==> src/rtl/cmn_onehot2bin_pkg.sv <==
// cmn_onehot2bin_pkg: shared types and helpers for the onehot-to-binary encoder
package cmn_onehot2bin_pkg;
  typedef enum logic {PRIO_LSB, PRIO_MSB} prio_e;
  function automatic int safe_clog2(input int n);
    return (n <= 1) ? 1 : $clog2(n);
  endfunction
endpackage

==> src/rtl/cmn_onehot2bin_lane.sv <==
// cmn_onehot2bin_lane: combinational single-lane onehot-to-binary encoder
module cmn_onehot2bin_lane
  import cmn_onehot2bin_pkg::*;
#(
  parameter int W        = 8,
  parameter int MSB_PRIO = 1,
  parameter int BW       = safe_clog2(W)
) (
  input  logic [W-1:0]  onehot,
  output logic [BW-1:0] bin,
  output logic          hit,
  output logic          multi
);
  localparam prio_e PRIO = (MSB_PRIO != 0) ? PRIO_MSB : PRIO_LSB;
  // scan from lowest to highest priority so the last set bit seen wins; zero-hot keeps all-ones
  always_comb begin
    bin = '1;
    for (int i = 0; i < W; i++) begin
      if (onehot[(PRIO == PRIO_MSB) ? i : W - 1 - i]) bin = BW'((PRIO == PRIO_MSB) ? i : W - 1 - i);
    end
    hit = |onehot;
    multi = |(onehot & (onehot - 1'b1));
  end
endmodule

==> src/rtl/cmn_onehot2bin_pipe.sv <==
// cmn_onehot2bin_pipe: multi-lane onehot-to-binary encoder behind a 2-entry skid buffer
module cmn_onehot2bin_pipe
  import cmn_onehot2bin_pkg::*;
#(
  parameter  int ONEHOT_WIDTH = 8,
  parameter  int NUM_CH       = 4,
  parameter  int MSB_PRIO     = 1,
  parameter  int ERR_CNT_W    = 16,
  localparam int BIN_WIDTH    = safe_clog2(ONEHOT_WIDTH)
) (
  input  logic                           clk,
  input  logic                           rst_n,
  input  logic                           in_valid,
  output logic                           in_ready,
  input  logic [NUM_CH*ONEHOT_WIDTH-1:0] onehot_in,
  output logic                           out_valid,
  input  logic                           out_ready,
  output logic [NUM_CH*BIN_WIDTH-1:0]    bin_out,
  output logic [NUM_CH-1:0]              hit_out,
  output logic [NUM_CH-1:0]              multi_out,
  input  logic                           err_clr,
  output logic [ERR_CNT_W-1:0]           err_cnt
);
  localparam int DW = NUM_CH * (BIN_WIDTH + 2);
  logic [NUM_CH*BIN_WIDTH-1:0] enc_bin;
  logic [NUM_CH-1:0]           enc_hit;
  logic [NUM_CH-1:0]           enc_multi;
  logic [DW-1:0]               enc;
  logic                        main_valid_q, main_valid_d;
  logic                        skid_valid_q, skid_valid_d;
  logic [DW-1:0]               main_data_q, main_data_d;
  logic [DW-1:0]               skid_data_q, skid_data_d;
  logic [ERR_CNT_W-1:0]        err_cnt_q, err_cnt_d;
  logic                        accept, main_load, err_inc;

  for (genvar c = 0; c < NUM_CH; c++) begin : g_lane
    cmn_onehot2bin_lane #(
      .W        (ONEHOT_WIDTH),
      .MSB_PRIO (MSB_PRIO),
      .BW       (BIN_WIDTH)
    ) u_lane (
      .onehot (onehot_in[c*ONEHOT_WIDTH +: ONEHOT_WIDTH]),
      .bin    (enc_bin[c*BIN_WIDTH +: BIN_WIDTH]),
      .hit    (enc_hit[c]),
      .multi  (enc_multi[c])
    );
  end

  assign enc       = {enc_multi, enc_hit, enc_bin};
  assign in_ready  = ~skid_valid_q;
  assign out_valid = main_valid_q;
  assign err_cnt   = err_cnt_q;
  assign {multi_out, hit_out, bin_out} = main_data_q;

  // main reg refills from skid first (older beat) whenever it is empty or draining; skid only catches a stalled accept
  always_comb begin
    accept = in_valid & in_ready;
    main_load = ~main_valid_q | out_ready;
    main_valid_d = main_load ? (skid_valid_q | accept) : main_valid_q;
    main_data_d = main_load ? (skid_valid_q ? skid_data_q : (accept ? enc : main_data_q)) : main_data_q;
    skid_valid_d = main_load ? 1'b0 : (skid_valid_q | accept);
    skid_data_d = (~main_load & accept) ? enc : skid_data_q;
    err_inc = accept & (|enc_multi);
    err_cnt_d = err_clr ? '0 : ((err_inc && err_cnt_q != {ERR_CNT_W{1'b1}}) ? err_cnt_q + 1'b1 : err_cnt_q);
  end

  // pipeline and error counter state; reset empties both stages
  always_ff @(posedge clk or negedge rst_n) begin
    if (!rst_n) begin
      main_valid_q <= 1'b0;
      skid_valid_q <= 1'b0;
      main_data_q  <= '0;
      skid_data_q  <= '0;
      err_cnt_q    <= '0;
    end else begin
      main_valid_q <= main_valid_d;
      skid_valid_q <= skid_valid_d;
      main_data_q  <= main_data_d;
      skid_data_q  <= skid_data_d;
      err_cnt_q    <= err_cnt_d;
    end
  end
endmodule

==> config.mk <==
export PLATFORM = sky130hd
export DESIGN_NAME = cmn_onehot2bin_pipe
export DESIGN_NICKNAME = d
export VERILOG_FILES = /design/src/rtl/cmn_onehot2bin_pkg.sv /design/src/rtl/cmn_onehot2bin_lane.sv /design/src/rtl/cmn_onehot2bin_pipe.sv
export SDC_FILE = /design/constraint.sdc
export NUM_CORES = 1
export LEC_CHECK = 0
export ABC_AREA = 1
export BUFFER_PORTS_ARGS = -buffer_cell sky130_fd_sc_hd__clkbuf_2
export CORE_MARGIN = 2
export CORE_UTILIZATION = 33
export CTS_CLUSTER_SIZE = 8
export DETAILED_ROUTE_END_ITERATION = 10
export PLACE_DENSITY = 0.52
export SLEW_MARGIN = 25
export SYNTH_ARGS = -nofsm -noshare
export SYNTH_HDL_FRONTEND = slang
export SYNTH_SLANG_ARGS = --single-unit
==> constraint.sdc <==
create_clock -name clk -period 1.8 [get_ports clk]
set_clock_uncertainty 0.15 [all_clocks]
set_input_delay 0.36 -clock clk [delete_from_list [all_inputs] [get_ports clk]]
set_output_delay 0.36 -clock clk [all_outputs]
set_load 0.1 [all_outputs]
After elaboration in Yosys (flattened, before gate mapping)

Cells that the tools add are included.

$add $sub $neg: 5
Div/mod/pow operators: 0
Muxes and demuxes: 37
Multiply operators: 0
Equality and inequality tests: 1
Bitwise logic cells: 12
Shift operators: 0
Reductions and logical operators: 13
Magnitude comparators: 0

Operator list:

| kind                    | count |
|---|---|
| $mux W3                 | 32 |
| $reduce_or A8 Y1        | 8 |
| $mux W20                | 2 |
| $and A8 B8 Y8           | 4 |
| $mux W16                | 2 |
| $reduce_or A32 Y1       | 1 |
| $sub A8 B1 Y8 const B   | 4 |
| $add A16 B1 Y16 const B | 1 |
| $ne A16 B16 Y1 const B  | 1 |
| $reduce_bool A2 Y1      | 2 |
| $and A1 B1 Y1           | 3 |
| $not A1 Y1              | 3 |
| $or A1 B1 Y1            | 2 |
| $reduce_and A2 Y1       | 1 |
| $logic_and A1 B1 Y1     | 1 |
| $mux W1                 | 1 |

Input port bits: 37
Bits in read-only memories: 0
Bits in latches: 0
Memories kept: 0
Memory bits (writable): 0
Register bits after elaboration: 58

Depth between registers and ports, before layout

Gate-level depths: netlist (run 1).

Word-level depth: 10
Mapped depth: 12
Mapped depth without buffers: 11

By module

From an unflattened synthesis (run 1), not the netlist that was laid out.

Cell total of the unflattened synthesis: 466
Area, all modules: 3413.3 sq um

By module, submodules not included:

| module              | area each (sq um) | instances | cells an instance | sequential area each (sq um) |
|---|---|---|---|---|
| cmn_onehot2bin_pipe | 2762.6            | 1         | 322               | 1451.4 |
| cmn_onehot2bin_lane | 162.7             | 4         | 36                | 0.0 |

Least setup slack after synthesis (run 1)

Ideal clock, no wire load.

Path kind: register to register
Start point: register err_cnt_q[0], in the netlist err_cnt[0]
End point: register err_cnt_q[5], in the netlist err_cnt[5]
Setup slack: -0.761 ns
Period minus slack after synthesis: 2.561 ns
Path buffers: 1
Arrival: 2.288 ns
Cell stages (with the launch flop): 10
Cells stage by stage: dfrtp_1 > ha_1 > nand2_1 > nor3_4 > nand3_1 > o21bai_1 > inv_2 > buf_2 > nand4_1 > nand2_1

Longest elaborated chain between the ends: 3
Elaborated cells on any way between the ends: 6
Classes of those cells: add/sub: 1; eq/ne: 1; mux: 2; reduce/logical: 2

RTL lines:

| element                                                  | RTL line                  | text |
|---|---|---|
| start, declared                                          | cmn_onehot2bin_pipe.sv:33 | `logic [ERR_CNT_W-1:0] err_cnt_q, err_cnt_d;` |
| start signal, assigned                                   | cmn_onehot2bin_pipe.sv:80 | `err_cnt_q <= err_cnt_d;` |
| $add A16 B1 Y16 / $ne A16 B16 Y1 (equally long branches) | cmn_onehot2bin_pipe.sv:64 | `err_cnt_d = err_clr ? '0 : ((err_inc && err_cnt_q != {ERR_CNT_W{1'b1}}) ? err_cnt_q + 1'b1 : err_cnt_q);` |
| $mux W16 / $logic_and A1 B1 Y1 (equally long branches)   | cmn_onehot2bin_pipe.sv:64 |  |
| $mux W16 / $reduce_bool A2 Y1 (equally long branches)    | -                         |  |

Several ways; a longest one is shown, not always the timed one. The select of a mux whose other input is x is not followed.
A chain may end at the register's enable or synchronous reset.

Worst setup path after layout (run 1)

Start point: register err_cnt_q[1], in the netlist err_cnt[1]
End point: register err_cnt_q[15], in the netlist err_cnt[15]

The elaborated chain is that of the path after synthesis.

==> run summary, run 1 <==
Most common cell in the netlist: nand2_1
TritonCTS Buffers: 9
Vias in the first global route: 3309
Worst path max stage delay: 0.43 ns
Critical Path RT: 1.86 ns
PortBufs: 74
CP top delay family: simple AND/OR/NAND/NOR gates
Pins Over Slew Limit: 0
Crit path buffers/inverters: 2
R2R Path Start: err_cnt[1]$_DFFE_PN0P_
Chip Height: 106 um
Synth unique cells: 32
Slew Limit Headroom: 62.8%
Worst setup path class: flop to flop
Antenna Cells: 0
Initial antenna violation count: 0
Die area: 11100 um^2
Tmin final: 1.73 ns
Most instantiated cells after synthesis: 120 x nand2_1, 63 x nor2_1, 58 x dfrtp_1
H-tree depth: 3
GP Congestion: 0.787
Largest net degree at the start of global routing: 33
Worst hold slack: 0.162 ns
Reg clk slew, reported paths: 0.06 ns
GR Util met2: 28.0%
Synth Flop Type: dfrtp_1
Ys Warns: 0
Run status: completed
Final core occ: 45.7%
Initial drt markers: 166
Total power: 4.00 mW
Max-Cap Viols: 0
Width of the chip: 106 um
Register cell area after layout: 1490 um^2
Setup crit start kind: flop
Crit. End Element: flop
Syn Nets: 513
Total track usage: 16.8%
RR Endpoint: err_cnt[15]$_DFFE_PN0P_
Share of layout cells above drive strength 1: 30.3%
Tcrit/Tclk final: 95.9%
Pre-CTS setup slack: -0.115 ns
Worst slew pin tran: 0.558 ns
Worst path cell trace: ha_4 -> nand2_4 -> nor3_4 -> nand3_2 -> o21bai_1 -> inv_2 -> buf_12 -> nand4_1 -> nand2_1
Clock Path Buffers: 2
Arr. time, crit path: 1.79 ns
HPWL Detailed: 6840 um
Final Hold Fails: 0
Std-Cell Rows: 37
Post-Syn Area: 3400 um^2
Clock Latency Late Sink: 0.33 ns
Sequential area share after synthesis: 42.6%
Final setup violation count: 0
CTS Sinks: 58
Peak supply drop: 0.000656 V
Ratio of total power to cell area: 861 nW/um^2
Yosys top cell area share: 42.6%
Nets: 643
Post-DRT Antenna Nets: 0
Drc violations: 0
IO Pins: 75
Static leakage: 2.43 nW
Initial Util: 33.4%
Post-synth ARST share: 100%
CTS tree: built
GR Overflow Total: 0
Hold path startpoint: in_valid
Leading area contributor after synthesis: dfrtp_1
Final WL: 9130 um
First-pass GRT wire length: 15100 um
Hold EP: out_valid$_DFFE_PN0P_
Top post-synthesis cells by area: dfrtp_1 43%, nand2_1 13%, nor2_1 6.9%
Worst path slowest cell: dfrtp_4
Core area: 10200 um^2
DR WL/cell: 12.2 um
Worst reg-to-reg setup slack: 0.07 ns
DR pass1 iterations: 4
Fillers: 1097
Worst Setup Slack, final: 0.0731 ns
Syn Area/Cell: 7.17 um^2
Multi-input gate area: 1710 um^2
Hold depth: 3
Crit-path max FO: 10
Hold Crit Class: input pin to flop
P&R area growth vs syn: 36.7%
Achievable Freq: 579 MHz
Worst Reg2Reg Path Length in Cells: 9
Root buf cell: clkbuf_8
Vias: 3521
Cells after synthesis: 475
Number of synthesized flops with an enable pin: 0
Flops & latches, synth: 58
Met3 usage: 3.46%
Vias per inst: 4.72
GRT met1 Usage: 21.6%
Global routing's busiest layer: met2
Final TNS setup: 0 ns
## report_power, final
part	internal (mW)	switching (mW)	leakage, nW
Sequential	1.48	0.110	0.664
Combinational	0.319	1.07	1.68
Clock	0.532	0.489	0.0872
Total	2.33	1.67	2.43
## metal layers
metal,wire length (um),part of all wire (%)
met3,323,3.5
met4,113,1.2
met5,0,0
met2,4360,48
met1,4330,47
## registers in the layout (all words and copies together), names as in the netlist
register and count:
skid_data_q 20, out_valid 1, main_data_q 20, skid_valid_q 1, err_cnt 16
## per-stage QoR
step / cells / instance area (um^2)
after CTS: 740 / 4590
after floorplan: 475 / 3470
after detailed placement: 723 / 4410
final: 746 / 4650
after global routing: 746 / 4650
after global placement: 723 / 4410
## cell families after synthesis
| kind of cell | count (synthesis) | share of synthesized area (%) |
|---|---|---|
| AOI/OAI and AO/OA | 86 | 13.2 |
| xor gates and xnor gates | 10 | 2.57 |
| adders and majority gates | 1 | 0.367 |
| buffers and inverters | 68 | 8.16 |
| and+or+nand+nor | 252 | 33.0 |
| DFF | 58 | 42.6 |
## cell usage in the layout, fill, tap and decap left out, drive strengths merged, types with 6 or more instances in the layout
| cell | count |
|---|---|
| xor2 | 9 |
| inv | 50 |
| clkbuf | 72 |
| nor2 | 69 |
| a21oi | 35 |
| buf | 75 |
| nor3 | 7 |
| dfrtp | 58 |
| nand3 | 28 |
| nand4 | 21 |
| a31oi | 6 |
| o21ai | 40 |
| nand2 | 124 |
## worst max path at each step
stage / from / end / cells after the start
2_1_floorplan: err_cnt[0]$_DFFE_PN0P_ / err_cnt[14]$_DFFE_PN0P_ / 10
3_3_place_gp: onehot_in[9] / err_cnt[10]$_DFFE_PN0P_ / 12
3_5_place_dp: onehot_in[9] / err_cnt[11]$_DFFE_PN0P_ / 12
4_1_cts: out_valid$_DFFE_PN0P_ / skid_data_q[11]$_DFFE_PN0P_ / 6
5_1_grt: err_cnt[1]$_DFFE_PN0P_ / err_cnt[8]$_DFFE_PN0P_ / 9
6_report: err_cnt[1]$_DFFE_PN0P_ / err_cnt[15]$_DFFE_PN0P_ / 9
## tightest hold or removal path, delay by kind of cell
family | cells | cell delay (ns)
buffers and inverters | 1 | 0.11
AND/OR/NAND/NOR | 2 | 0.12
## timing repair
action | in CTS | in global routing
cloned | 0 | 1
pin swaps | 0 | 2
resized for setup | 2 | 6
hold buffers | 1 | 0
setup buffers | 0 | 5
hold endpoints to repair | 17 | 0
setup endpoints to repair | 2 | 29
## final cells by class
type / count / area share (%)
tap: 136 / 3.66
clock inverter: 3 / 0.323
inverter: 51 / 4.19
sequential: 58 / 32.0
multi-input combinational: 349 / 36.8
clock buffer: 13 / 3.20
timing repair inverter: 1 / 0.161
timing repair buffer: 135 / 19.7
Note: power is estimated with default switching activity, not from simulation.
==> inputs of run 2 (changes only) <==
--- a/config.mk
+++ b/config.mk
@@ -11,7 +11,7 @@
 export CORE_UTILIZATION = 33
 export CTS_CLUSTER_SIZE = 8
 export DETAILED_ROUTE_END_ITERATION = 10
-export PLACE_DENSITY = 0.52
+export PLACE_DENSITY = 0.5
 export SLEW_MARGIN = 25
 export SYNTH_ARGS = -nofsm -noshare
 export SYNTH_HDL_FRONTEND = slang
==> constraint.sdc (replaced) <==
create_clock -name clk -period 2.01 [get_ports clk]
set_clock_uncertainty 0.15 [all_clocks]
set_input_delay 0.402 -clock clk [delete_from_list [all_inputs] [get_ports clk]]
set_output_delay 0.402 -clock clk [all_outputs]
set_load 0.1 [all_outputs]
==> run 2 against run 1 <==
  * Critical path depth is the same
  * Wire length shrank 8.8%
  * Die area is the same
  * Global-route usage shrank 0.89 points
  * Final cell count shrank 6.4%
  * Core utilization shrank 4.2 points
  * Largest cell class unchanged
  * Register-to-register slack gained 0.08 ns
  * Total power shrank 10%
  * Clock power is essentially flat
  * Clock-buffer cell count grew 1
==> run summary, run 2 (same netlist as run 1, synthesis figures left out) <==
Arr. time, crit path: 1.93 ns
Worst path max stage delay: 0.51 ns
Setup crit start kind: flop
PortBufs: 74
Post-CTS Setup Bufs: 0
RSZ-0062 raised after global routing: no
Worst path slowest cell: dfrtp_4
Run status: completed
TritonCTS Buffers: 9
Share of layout cells above drive strength 1: 23.8%
HPWL Detailed: 6200 um
Hold Crit Class: input pin to flop
IO Pins: 75
Crit path buffers/inverters: 1
H-tree depth: 3
Initial drt markers: 106
Tcrit/Tclk final: 92.2%
Final WL: 8330 um
Total track usage: 15.9%
DR pass1 iterations: 4
Nets: 595
CTS tree: built
Die area: 11100 um^2
Clock Latency Late Sink: 0.34 ns
Width of the chip: 106 um
Placed cells: 681
Vias in the first global route: 3056
Met3 usage: 3.77%
Core area: 10200 um^2
Std-Cell Rows: 37
Gates resized, CTS repair: 0
Worst Reg2Reg Path Length in Cells: 9
Largest net degree at the start of global routing: 48
GRT met1 Usage: 21.2%
Root buf cell: clkbuf_8
Post-DRT Antenna Nets: 0
Most numerous cell on the critical path: nand3_1
Worst setup path class: flop to flop
Vias: 3255
Pins Over Slew Limit: 0
Global routing's busiest layer: met2
GR Overflow Total: 0
Worst slew pin tran: 0.664 ns
Crit-path max FO: 17
Initial Util: 33.4%
Drc violations: 0
Worst hold slack: 0.157 ns
Final core occ: 41.5%
Ratio of total power to cell area: 851 nW/um^2
Hold depth: 3
Reg clk slew, reported paths: 0.07 ns
Final setup violation count: 0
Final Hold Fails: 0
Max-Cap Viols: 0
Crit. End Element: flop
Tmin final: 1.85 ns
GP Congestion: 0.810
Achievable Freq: 539 MHz
Slew Limit Headroom: 55.7%
Static leakage: 2.18 nW
P&R area growth vs syn: 24.2%
Initial antenna violation count: 0
First-pass GRT wire length: 14200 um
Layout Cells excl Fill: 698
Vias per inst: 4.66
Most frequent cells in the layout: 119 x nand2_1, 73 x clkbuf_2, 63 x nor2_1, 50 x inv_1, 43 x dfrtp_1
Total power: 3.60 mW
Clock Path Buffers: 2
Worst path cell trace: ha_4 -> nand2_2 -> nor3_4 -> nand3_1 -> o21bai_1 -> inv_2 -> nand2_8 -> nand3_1 -> nand2_1
CTS Sinks: 58
Chip Height: 106 um
Critical Path RT: 2.08 ns
CP top delay family: simple AND/OR/NAND/NOR gates
Commonest non-fill, non-tap cell in the layout: nand2_1
Cell count along the critical path: 9
DR WL/cell: 11.9 um
Peak supply drop: 0.000540 V
Antenna Cells: 0
GR Util met2: 25.1%
## run 2: final timing paths
path	slack, ns	from	to
hold reg to reg	0.31	skid_data_q[15]$_DFFE_PN0P_	skid_data_q[15]$_DFFE_PN0P_
min in group asynchronous	0.34	rst_n	err_cnt[1]$_DFFE_PN0P_
hold / removal	0.16	in_valid	out_valid$_DFFE_PN0P_
max in group asynchronous	0.79	rst_n	out_valid$_DFFE_PN0P_
setup / recovery	0.16	err_cnt[0]$_DFFE_PN0P_	err_cnt[1]$_DFFE_PN0P_
setup reg to reg	0.16	err_cnt[0]$_DFFE_PN0P_	err_cnt[1]$_DFFE_PN0P_
## run 2: metrics by stage
| stage | area [um^2] | worst slack [ns] | setup TNS [ns] |
|---|---|---|---|
| after detailed placement | 4040 | -0.0151 | -0.0181 |
| after CTS | 4230 | 0.144 | 0 |
| final | 4230 | 0.156 | 0 |
| after global routing | 4230 | 0.0177 | 0 |
| after global placement | 4040 | 0.0501 | 0 |
| after floorplan | 3460 | 0.00701 | 0 |
## run 2: cell type report
cell class,instances,area (um^2)
fillers,1085,5960
multi-input cells,349,1690
flip-flops and latches,58,1490
repair buffers,88,505
inverters,51,191
clock buffers,14,173
well taps,136,170
clock inverters,2,10.0
## run 2: layer usage
layer	wire length [um]	share of wire, %
met5	0	0
met4	112	1.3
met3	464	5.6
met2	3690	44
met1	4060	49
## run 2: repair_timing
action,4_1_cts,5_1_grt
setup endpoints to repair,0,0
hold buffers,1,0
hold endpoints to repair,11,0
## run 2: power by group
| part | total [mW] | internal (mW) | leakage [nW] | switching, mW |
|---|---|---|---|---|
| clock network | 1.00 | 0.546 | 0.0965 | 0.458 |
| logic | 1.17 | 0.230 | 1.42 | 0.943 |
| registers | 1.42 | 1.33 | 0.664 | 0.0938 |
| total | 3.60 | 2.10 | 2.18 | 1.49 |
## run 2: worst min-delay path: stages
cell and delay, ns:
clkbuf_2 0.09, nor2_1 0.05, nand2_1 0.06
